===== config.mk =====
export PLATFORM = sky130hd
export DESIGN_NAME = nibble_decoder
export DESIGN_NICKNAME = d
export VERILOG_FILES = /design/src/rtl/nibble_decoder.sv
export SDC_FILE = /design/constraint.sdc
export NUM_CORES = 1
export LEC_CHECK = 0
export CAP_MARGIN = 30
export CORE_MARGIN = 8
export CORE_UTILIZATION = 48
export CTS_CLUSTER_SIZE = 14
export DETAILED_ROUTE_END_ITERATION = 7
export HOLD_SLACK_MARGIN = 0.12
export PLACE_DENSITY = 0.85
export SETUP_SLACK_MARGIN = 0.5
export SYNTH_ARGS = -nofsm -noshare
export SYNTH_HDL_FRONTEND = slang
export SYNTH_SLANG_ARGS = --single-unit

===== constraint.sdc =====
create_clock -name clk -period 1.9 [get_ports clk]
set_input_delay 0.57 -clock clk [delete_from_list [all_inputs] [get_ports clk]]
set_output_delay 0.57 -clock clk [all_outputs]
set_load 0.01 [all_outputs]

===== src/rtl/nibble_decoder.sv =====
// nibble_decoder: rebuilds 4-bit words from a stream of 3-bit symbols.
//   Pair mode (select=0):   a hi symbol {1,hi[1:0]} followed by a lo symbol {0,lo[1:0]}
//                           gives data_out = {hi, lo}.
//   Expand mode (select=1): one index symbol gives a one-hot word,
//                           or zero when sym_in[2] is clear.
// Ports:
//   clk, rst_n             clock, asynchronous active-low reset
//   sym_in/sym_valid/      symbol input stream (valid/ready handshake)
//   sym_ready
//   select                 mode for a new word, sampled on the word's first symbol
//   data_out/sel_out/      decoded word stream (valid/ready handshake)
//   data_valid/data_ready
//   err_cnt                saturating count of protocol errors
//   word_cnt               wrapping count of emitted words
module nibble_decoder #(
  parameter int unsigned CNT_W = 8
) (
  input  logic             clk,
  input  logic             rst_n,
  input  logic [2:0]       sym_in,
  input  logic             sym_valid,
  output logic             sym_ready,
  input  logic             select,
  output logic [3:0]       data_out,
  output logic             sel_out,
  output logic             data_valid,
  input  logic             data_ready,
  output logic [CNT_W-1:0] err_cnt,
  output logic [CNT_W-1:0] word_cnt
);

  typedef enum logic [0:0] {StIdle, StHaveHi} state_e;

  state_e           state_q, state_d;
  logic [1:0]       hi_q, hi_d;
  logic [3:0]       data_q, data_d;
  logic             sel_q, sel_d;
  logic             valid_q, valid_d;
  logic [CNT_W-1:0] err_cnt_q, err_cnt_d;
  logic [CNT_W-1:0] word_cnt_q, word_cnt_d;

  logic accept;
  logic emit;
  logic err;

  // Only a pending, unaccepted word stalls the input side; errors never do.
  assign sym_ready = !valid_q || data_ready;
  assign accept    = sym_valid && sym_ready;

  always_comb begin
    state_d = state_q;
    hi_d    = hi_q;
    data_d  = data_q;
    sel_d   = sel_q;
    emit    = 1'b0;
    err     = 1'b0;

    if (accept) begin
      unique case (state_q)
        StIdle: begin
          if (select) begin
            emit   = 1'b1;
            sel_d  = 1'b1;
            data_d = sym_in[2] ? (4'b0001 << sym_in[1:0]) : 4'b0000;
          end else if (sym_in[2]) begin
            hi_d    = sym_in[1:0];
            state_d = StHaveHi;
          end else begin
            err = 1'b1;
          end
        end
        StHaveHi: begin
          // select is ignored here: only pair mode can reach this state.
          if (!sym_in[2]) begin
            emit    = 1'b1;
            sel_d   = 1'b0;
            data_d  = {hi_q, sym_in[1:0]};
            state_d = StIdle;
          end else begin
            // Resync: a second hi symbol replaces the stored one.
            err  = 1'b1;
            hi_d = sym_in[1:0];
          end
        end
        default: state_d = StIdle;
      endcase
    end

    valid_d = emit || (valid_q && !data_ready);

    word_cnt_d = emit ? word_cnt_q + CNT_W'(1) : word_cnt_q;
    err_cnt_d  = (err && (err_cnt_q != {CNT_W{1'b1}})) ? err_cnt_q + CNT_W'(1) : err_cnt_q;
  end

  always_ff @(posedge clk or negedge rst_n) begin
    if (!rst_n) begin
      state_q    <= StIdle;
      hi_q       <= 2'b00;
      data_q     <= 4'b0000;
      sel_q      <= 1'b0;
      valid_q    <= 1'b0;
      err_cnt_q  <= '0;
      word_cnt_q <= '0;
    end else begin
      state_q    <= state_d;
      hi_q       <= hi_d;
      data_q     <= data_d;
      sel_q      <= sel_d;
      valid_q    <= valid_d;
      err_cnt_q  <= err_cnt_d;
      word_cnt_q <= word_cnt_d;
    end
  end

  assign data_out   = data_q;
  assign sel_out    = sel_q;
  assign data_valid = valid_q;
  assign err_cnt    = err_cnt_q;
  assign word_cnt   = word_cnt_q;

endmodule


==> metrics, run 1 <==
total placed instance area=1650 µm²; DR vias/cell=roughly 5.3; cells after synthesis=113; Post-Syn Area=1220 µm²; I/O pins=31; # fillers=164; most common cell after layout, fill and taps aside=buf_4; multi-input logic area=around 670 µm²; nets=193; Slew @ Worst Pin=316 ps; GR Overflow Total=0; Crit Path Category=flop to flop; Peak VDD IR=1.04 mV; die area=4410 µm²; area delta synth->final=54.4%; Antenna diodes=0; Inserted Clock Buffers=3; Seq/Total Area, Yosys=51.3%; synthesized flop and latch total=25; gpl congestion=0.772; clock tree sinks=25; DR WL/cell=between 10 and 15 µm; Crit. End Element=flop; top_reg_cell synth=dfrtp_1; CP required=2130 ps; CTS tree=built; global-route wire length before repair=5220 µm; initial antenna violation count=0; H-Tree Level Count=1; leak pwr=0.920 nW; later-pin clock latency in the skew report=330 ps; Max Slew Vio Count=0; Final TNS setup=0 ps; post-synth cell types=32; drt drc=0; RSZ-0062 raised after global routing=yes; MaxCap Viol Count=0; Final Power=0.00201 W; clk buf depth=2; post-route ant nets=0; largest net degree at the start of global routing=26; DRT Pass-1 Iters=4; vias=1113; status=finished clean; met1 usage=16.3%; Syn. warnings=0; Die Wd=66.4 µm; worst hold path depth=2; Root Driver=clkbuf_4; Max Fclk=roughly 0.63 GHz; Syn Nets=123; Post-synth EDFFs=0; # rows=18; Clock transition at path regs=around 140 ps; power density cells=approximately 1100 nW/µm²; CP Launch Type=flop; hold slack=512 ps; Die H=66.4 µm; CORE AREA=2430 µm²; post-synthesis async set-or-reset flop share=100%; final hold vios=0; crit path DAT=roughly 1800 ps; DRT iter0 DRCs=28; CP Max Fanout=7; met2 global-route usage=27.0%; port buffer count=30; reg2reg setup slack=320 ps; initial cell density of the core=50.2%; Rel. slew slack=about four fifths; Post-Syn Area per Cell=10.8 µm²; R2R cell count=7; GRT Max-Usage Layer=met2; Final Util=77.4%; post-DP HPWL=1960 µm; design area=1880 µm²; sequential cell area=628 µm²; final WL=3140 µm; most frequent cells in the layout=buf_4 (37), dfrtp_1 (23), nand2_1 (18), buf_2 (18), buf_6 (8); hold buffer count at cts=0; share of cells above drive strength 1=about half; Final min period=1580 ps; Tot GR Track Use=between 10% and 20%; period utilisation layout=between 80% and 90%; GRT met3 Usage=around 4.1%; # setup viols final=0; HP Class=flop to flop; Max Clock Skew=between 7 and 8 ps; via count of the first global-routing pass=1158
## critical path: stages, from the launching register on
cell	delay (ps)
dfrtp_1	410
buf_6	120
nand2b_4	60
buf_4	150
o211ai_4	90
buf_4	190
nor3_2	120
mux2_2	350
## registers in the layout, summed over array words and instances, names as in the netlist
name        cells
word_cnt        8
data_out        4
sel_out         1
data_valid      1
err_cnt         8
hi_q            2
state_q         1
## cells in the mapped netlist, drive strengths merged, types with 3 or more instances
| cell | instances | share of area (%) |
|---|---|---|
| dfrtp | 25 | 51 |
| mux2 | 8 | 7.4 |
| nand2 | 18 | 5.5 |
| nand3 | 5 | 2.1 |
| nand4 | 3 | 1.5 |
| nor2 | 7 | 2.2 |
| nor3 | 4 | 2.5 |
| o21ai | 7 | 2.9 |
| xnor2 | 5 | 3.6 |
| xor2 | 4 | 2.9 |
## power by group
| group | internal, W | total (W) | switching (W) |
|---|---|---|---|
| clock network | 0.0000808 | 0.000248 | 0.000167 |
| logic | 0.000513 | 0.000993 | 0.000480 |
| registers | 0.000680 | 0.000768 | 0.0000879 |
## final timing paths
check                            start           to
hold / removal             data_out[2]  data_out[2]
setup reg to reg            data_valid   err_cnt[6]
hold reg to reg            data_out[2]  data_out[2]
min in group asynchronous        rst_n   err_cnt[0]
setup / recovery            data_valid   err_cnt[6]
max in group asynchronous        rst_n      state_q
## what timing repair did
| action | CTS | global route |
|---|---|---|
| setup endpoints to repair | 48 | 45 |
| gates cloned | 0 | 0 |
| setup buffers | 22 | 6 |
| resized for setup | 118 | 9 |
| pin swaps | 4 | 1 |
## final cells by class
cell class	instances	share of cell area (%)
clock inverter	1	0.399
clock buffer	3	1.20
timing repair buffer	68	26.9
inverter	2	0.399
sequential	25	33.4
tap	30	1.99
multi-input combinational	83	35.7
## layer usage
layer  vias up  wire [µm]
met3         9        168
met5         -          0
met1       534       1190
met4         0        101
met2        29       1680
li1        541          -
## cell families (layout without fill, tap and decap cells)
kind of cell    count (synthesis)  after routing  share of synthesized area, %
fa+ha+maj                       2              2                          2.05
buf+inv                         5             74                          1.95
simple gates                   49             49                          22.3
mux                             8              8                          7.38
compound gates                 15             15                          8.62
flops                          25             25                          51.3
xor+xnor                        9              9                          6.46
## through the flow
| step | std cells | setup WS (ps) |
|---|---|---|
| finish | 212 | 320 |
| global route | 212 | 271 |
| CTS | 206 | 304 |
| detailed placement | 180 | -370 |
| global placement | 180 | -347 |
| floorplan | 113 | 393 |
Note: power is estimated with default switching activity, not from simulation.
==> run 2: changes to the inputs <==
==> constraint.sdc (replaced) <==
create_clock -name clk -period 1.5 [get_ports clk]
set_input_delay 0.45 -clock clk [delete_from_list [all_inputs] [get_ports clk]]
set_output_delay 0.45 -clock clk [all_outputs]
set_load 0.01 [all_outputs]
==> run 2 against run 1 <==
- the run now ends with negative setup slack left
- register-to-register slack worse by 350 ps
- routed wire length is 49% higher
- critical path depth is 1 lower
- sequential power is 30% higher
- final cell count is 4.2% higher
- non-clock buffer count is 9 higher
- critical path type unchanged
- highest routed layer unchanged
==> metrics, run 2 (synthesized netlist as in run 1, its figures left out) <==
Final min period=1530 ps; DRT iter0 DRCs=102; post-DP HPWL=2350 µm; I/O pins=31; setup ws final=-30.8 ps; share of cells above drive strength 1=60.7%; Crit. End Element=flop; GR Overflow Total=0; most frequent cells in the layout=buf_4 (34), dfrtp_1 (24), buf_6 (17); initial antenna violation count=0; source of the critical timing path=data_valid; Final Power=0.00299 W; global-route wire length before repair=6290 µm; port buffer count=30; post-route ant nets=0; Max Slew Vio Count=0; CP dominant cell by count=buf_6; Critical R2R Capture=hi_q[1]; hold slack=approximately 460 ps; CP Launch Type=flop; Max Fclk=0.653 GHz; # rows=18; Gate power share=between 50 and 60%; period utilisation layout=102%; via count of the first global-routing pass=1309; Antenna diodes=0; nets=202; Buf+Inv Stages, Crit Path=3; HP Class=primary input to async pin; stages on the worst setup path=6; R2R cell count=6; Die H=66.4 µm; DR WL/cell=21.2 µm; Reg power frac=33.5%; most common cell after layout, fill and taps aside=buf_4; dpl cells=~190; slowest cell on the critical path=dfrtp_1; DRT Pass-1 Iters=4; clock tree sinks=25; R2R Path Start=data_valid; power density cells=around 1400 nW/µm²; Clk pwr share=10.2%; largest net degree at the start of global routing=26; Crit Path Category=flop to flop; initial cell density of the core=50.2%; drt drc=0; clk buf depth=2; leak pwr=1.05 nW; failing checks=negative setup slack; MaxCap Viol Count=0; Die Wd=66.4 µm; Peak VDD IR=1.43 mV; Slew @ Worst Pin=303 ps; delay of the slowest critical-path stage=420 ps; Inserted Clock Buffers=3; Rel. slew slack=79.8%; CTS tree=built; sw frac=39.4%; Cell Chain, Critical Path=buf_6 > nand2b_4 > buf_6 > buf_4 > nand4b_1 > mux2_4; die area=4410 µm²; final WL=4680 µm; H-Tree Level Count=1; vias=1268; RSZ-0062 raised after global routing=yes; Root Driver=clkbuf_4; # setup viols final=10; P_int=0.00181 W; hold buffer count at cts=0; CP required=1720 ps; Post-Layout Cell Count=approximately 220; Psw=0.00118 W; Final TNS setup=-145 ps; DR vias/cell=~5.7; status=complete, but fails checks; Tot GR Track Use=between 15 and 20%; area delta synth->final=78.3%; crit path DAT=1750 ps; CP endpoint=hi_q[1]; CORE AREA=2430 µm²; gpl congestion=roughly 0.8; critical path's top delay family=flip-flops; CP Max Fanout=3; Clock transition at path regs=140 ps; Max Clock Skew=2.90 ps; reg2reg setup slack=-30 ps; later-pin clock latency in the skew report=about 320 ps; final hold vios=0
==> run 2: cell count changes in the layout (fill, tap and decap cells not counted), sizes merged <==
cell	delta
clkinvlp	-1
clkdlybuf4s15	-1
clkinv	+1
dlygate4sd2	+4
buf	+6
==> run 2: power by group through the flow <==
stage / sequential [W] / clock, W / combinational, W
5_1_grt: 0.00102 / 0.000340 / 0.00177
3_5_place_dp: 0.00103 / 0 / 0.00115
6_report: 0.00100 / 0.000306 / 0.00168
2_1_floorplan: 0.00114 / 0 / 0.000374
4_1_cts: 0.000973 / 0.000310 / 0.00132
3_3_place_gp: 0.00101 / 0 / 0.00110
==> run 2: what timing repair did <==
item	in CTS	in global routing
resized for setup	113	41
buffers inserted	20	9
setup endpoints to repair	48	48
pin swaps	5	13
gates cloned	1	0
==> run 2: worst min path at each step <==
stage             endpoint  slack, ps  depth (start not counted)
3_3_place_gp   word_cnt[7]        460                          1
2_1_floorplan  data_out[0]        150                          0
6_report        err_cnt[4]        460                          2
4_1_cts         err_cnt[5]        460                          2
5_1_grt        word_cnt[2]        450                          2
3_5_place_dp   word_cnt[7]        460                          1
==> run 2: final cells by class <==
| class | count | area [µm²] |
|---|---|---|
| Timing Repair Buffer | 77 | 663 |
| Inverter | 2 | 7.51 |
| Fill cell | 108 | 258 |
| Multi-Input combinational cell | 83 | 812 |
| Clock inverter | 1 | 5.00 |
| Tap cell | 30 | 37.5 |
| Sequential cell | 25 | 627 |
| Clock buffer | 3 | 22.5 |
==> run 2: routing by layer <==
| layer | GRT usage, % | vias up | wire (µm) |
|---|---|---|---|
| met5 | 0 | - | 0 |
| met4 | 8.80 | 0 | 151 |
| met3 | 4.41 | 19 | 276 |
| met2 | 33.4 | 55 | 2510 |
| met1 | 19.4 | 629 | 1750 |
| li1 | - | 565 | - |
==> run 2: stage by stage <==
stage / setup slack (ps) / cell area (µm²) / util (%)
floorplan: 113 / 1270 / -
global placement: -527 / 1740 / 71.7
detailed placement: -546 / 1740 / 71.7
CTS: -35.4 / 1920 / 79.1
global route: -88.3 / 2170 / 89.4
finish: -30.8 / 2170 / 89.4
==> run 3: changes to the inputs <==
--- a/config.mk
+++ b/config.mk
@@ -12,6 +12,7 @@
 export DETAILED_ROUTE_END_ITERATION = 7
 export HOLD_SLACK_MARGIN = 0.12
 export PLACE_DENSITY = 0.85
+export RECOVER_POWER = 50
 export SETUP_SLACK_MARGIN = 0.5
 export SYNTH_ARGS = -nofsm -noshare
 export SYNTH_HDL_FRONTEND = slang
==> run 3 against run 2 <==
- clock skew increased by 0.65 ps
- die area unchanged
- worst hold slack improved by 100 ps
- largest power group unchanged
- combinational power about the same
- the run still ends with negative setup slack left
- register-to-register slack about the same
- sequential cell count unchanged
- sequential power about the same
- critical endpoint unchanged
- cell area decreased by 0.75%
==> metrics, run 3 (synthesized netlist as in run 1, its figures left out) <==
status=complete, but fails checks; failing checks=negative setup slack; H-Tree Level Count=1; period utilisation layout=102%; Slew @ Worst Pin=approximately 630 ps; largest net degree at the start of global routing=26; Crit. End Element=flop; power density cells=between 1000 and 1500 nW/µm²; final hold vios=0; Final Power=0.00297 W; DRT Pass-1 Iters=4; RSZ-0062 raised after global routing=yes; critical path's top delay family=flip-flops; CTS tree=built; MaxCap Viol Count=0; I/O pins=31; # setup viols final=10; initial antenna violation count=0; nets=202; Cell Chain, Critical Path=buf_6 > nand2b_4 > buf_6 > buf_4 > nand4b_1 > mux2_4; post-DP HPWL=2350 µm; Crit Path Category=flop to flop; initial cell density of the core=50.2%; GR Overflow Total=0; DR WL/cell=around 21 µm; stages on the worst setup path=6; CP Launch Type=flop; port buffer count=30; share of cells above drive strength 1=60.2%; CP Max Fanout=3; vias=between 1000 and 1500; via count of the first global-routing pass=approximately 1300; leak pwr=1.04 nW; gpl congestion=approximately 0.8; total placed instance area=1740 µm²; clk buf depth=2; Antenna diodes=0; Final TNS setup=-129 ps; final WL=4630 µm; crit path DAT=1750 ps; Die Wd=66.4 µm; most frequent cells in the layout=buf_4 (34), dfrtp_1 (24), buf_6 (17); delay of the slowest critical-path stage=420 ps; Tot GR Track Use=18.4%; drt drc=0; clock tree sinks=25; CORE AREA=2430 µm²; global-route wire length before repair=6290 µm; HP Class=flop to flop; design area=2160 µm²; CP required=roughly 1700 ps; R2R cell count=6; Rel. slew slack=between 50% and 60%; CP dominant cell by count=buf_6; Root Driver=clkbuf_4; # rows=18; most common cell after layout, fill and taps aside=buf_4; setup ws final=-32.9 ps; pre-CTS WS=-546 ps; later-pin clock latency in the skew report=320 ps; die area=4410 µm²; post-route ant nets=0; slowest cell on the critical path=dfrtp_1; Final min period=~1500 ps; Max Fclk=0.652 GHz; hold slack=563 ps; Max Slew Vio Count=0; Buf+Inv Stages, Crit Path=3; # fillers=111; Clock transition at path regs=140 ps; DRT iter0 DRCs=106; DR vias/cell=between 5 and 6; Peak VDD IR=roughly 1.4 mV; area delta synth->final=76.9%; Die H=approximately 66 µm; worst hold path depth=2; Inserted Clock Buffers=3; Max Clock Skew=3.54 ps
## run 3: area by class of cell
type | instances | area [µm²] | area share (%)
inverters | 2 | 7.51 | 0.348
multi-input cells | 83 | 812 | 37.6
flip-flops and latches | 25 | 627 | 29.0
clock buffers | 3 | 22.5 | 1.04
well taps | 30 | 37.5 | 1.74
repair buffers | 77 | 647 | 30.0
clock inverters | 1 | 5.00 | 0.232
## run 3: per-stage QoR
| step | instances | util, % |
|---|---|---|
| after CTS | 212 | 79.1 |
| after global placement | 187 | 71.7 |
| after detailed placement | 187 | 71.7 |
| after global routing | 221 | 88.7 |
| after floorplan | 113 | - |
| final | 221 | 88.7 |
## run 3: where the power goes
group | switching [W] | internal, W
logic | 0.000828 | 0.000842
registers | 0.000139 | 0.000861
clock network | 0.000203 | 0.0000999
## run 3: worst paths after layout
path	from	to	slack (ps)
setup / recovery	data_valid	hi_q[1]	-30
hold / removal	word_cnt[6]	word_cnt[6]	560
setup reg to reg	data_valid	hi_q[1]	-30
hold reg to reg	word_cnt[6]	word_cnt[6]	560
max in group asynchronous	rst_n	state_q	400
min in group asynchronous	rst_n	err_cnt[4]	660
## run 3: worst min-delay path, stage by stage, from the launching register on
cell and delay, ps:
dfrtp_1 360, buf_4 120, xnor2_1 60
## run 3: per-layer routing
layer | up-vias | global-route usage, % | share of wire (%) | wire length, µm
met4 | 0 | 8.80 | 2.6 | 121
li1 | 564 | - | - | -
met5 | - | 0 | 0 | 0
met3 | 14 | 4.41 | 5.7 | 264
met1 | 627 | 19.4 | 38 | 1740
met2 | 57 | 33.4 | 54 | 2500
## run 3: timing repair
action / in CTS / in global routing
setup buffers: 20 / 9
hold buffers: 0 / 0
endpoints found under the setup margin: 48 / 48
cloned: 1 / 0
pin swaps: 5 / 13
resized for setup: 113 / 41
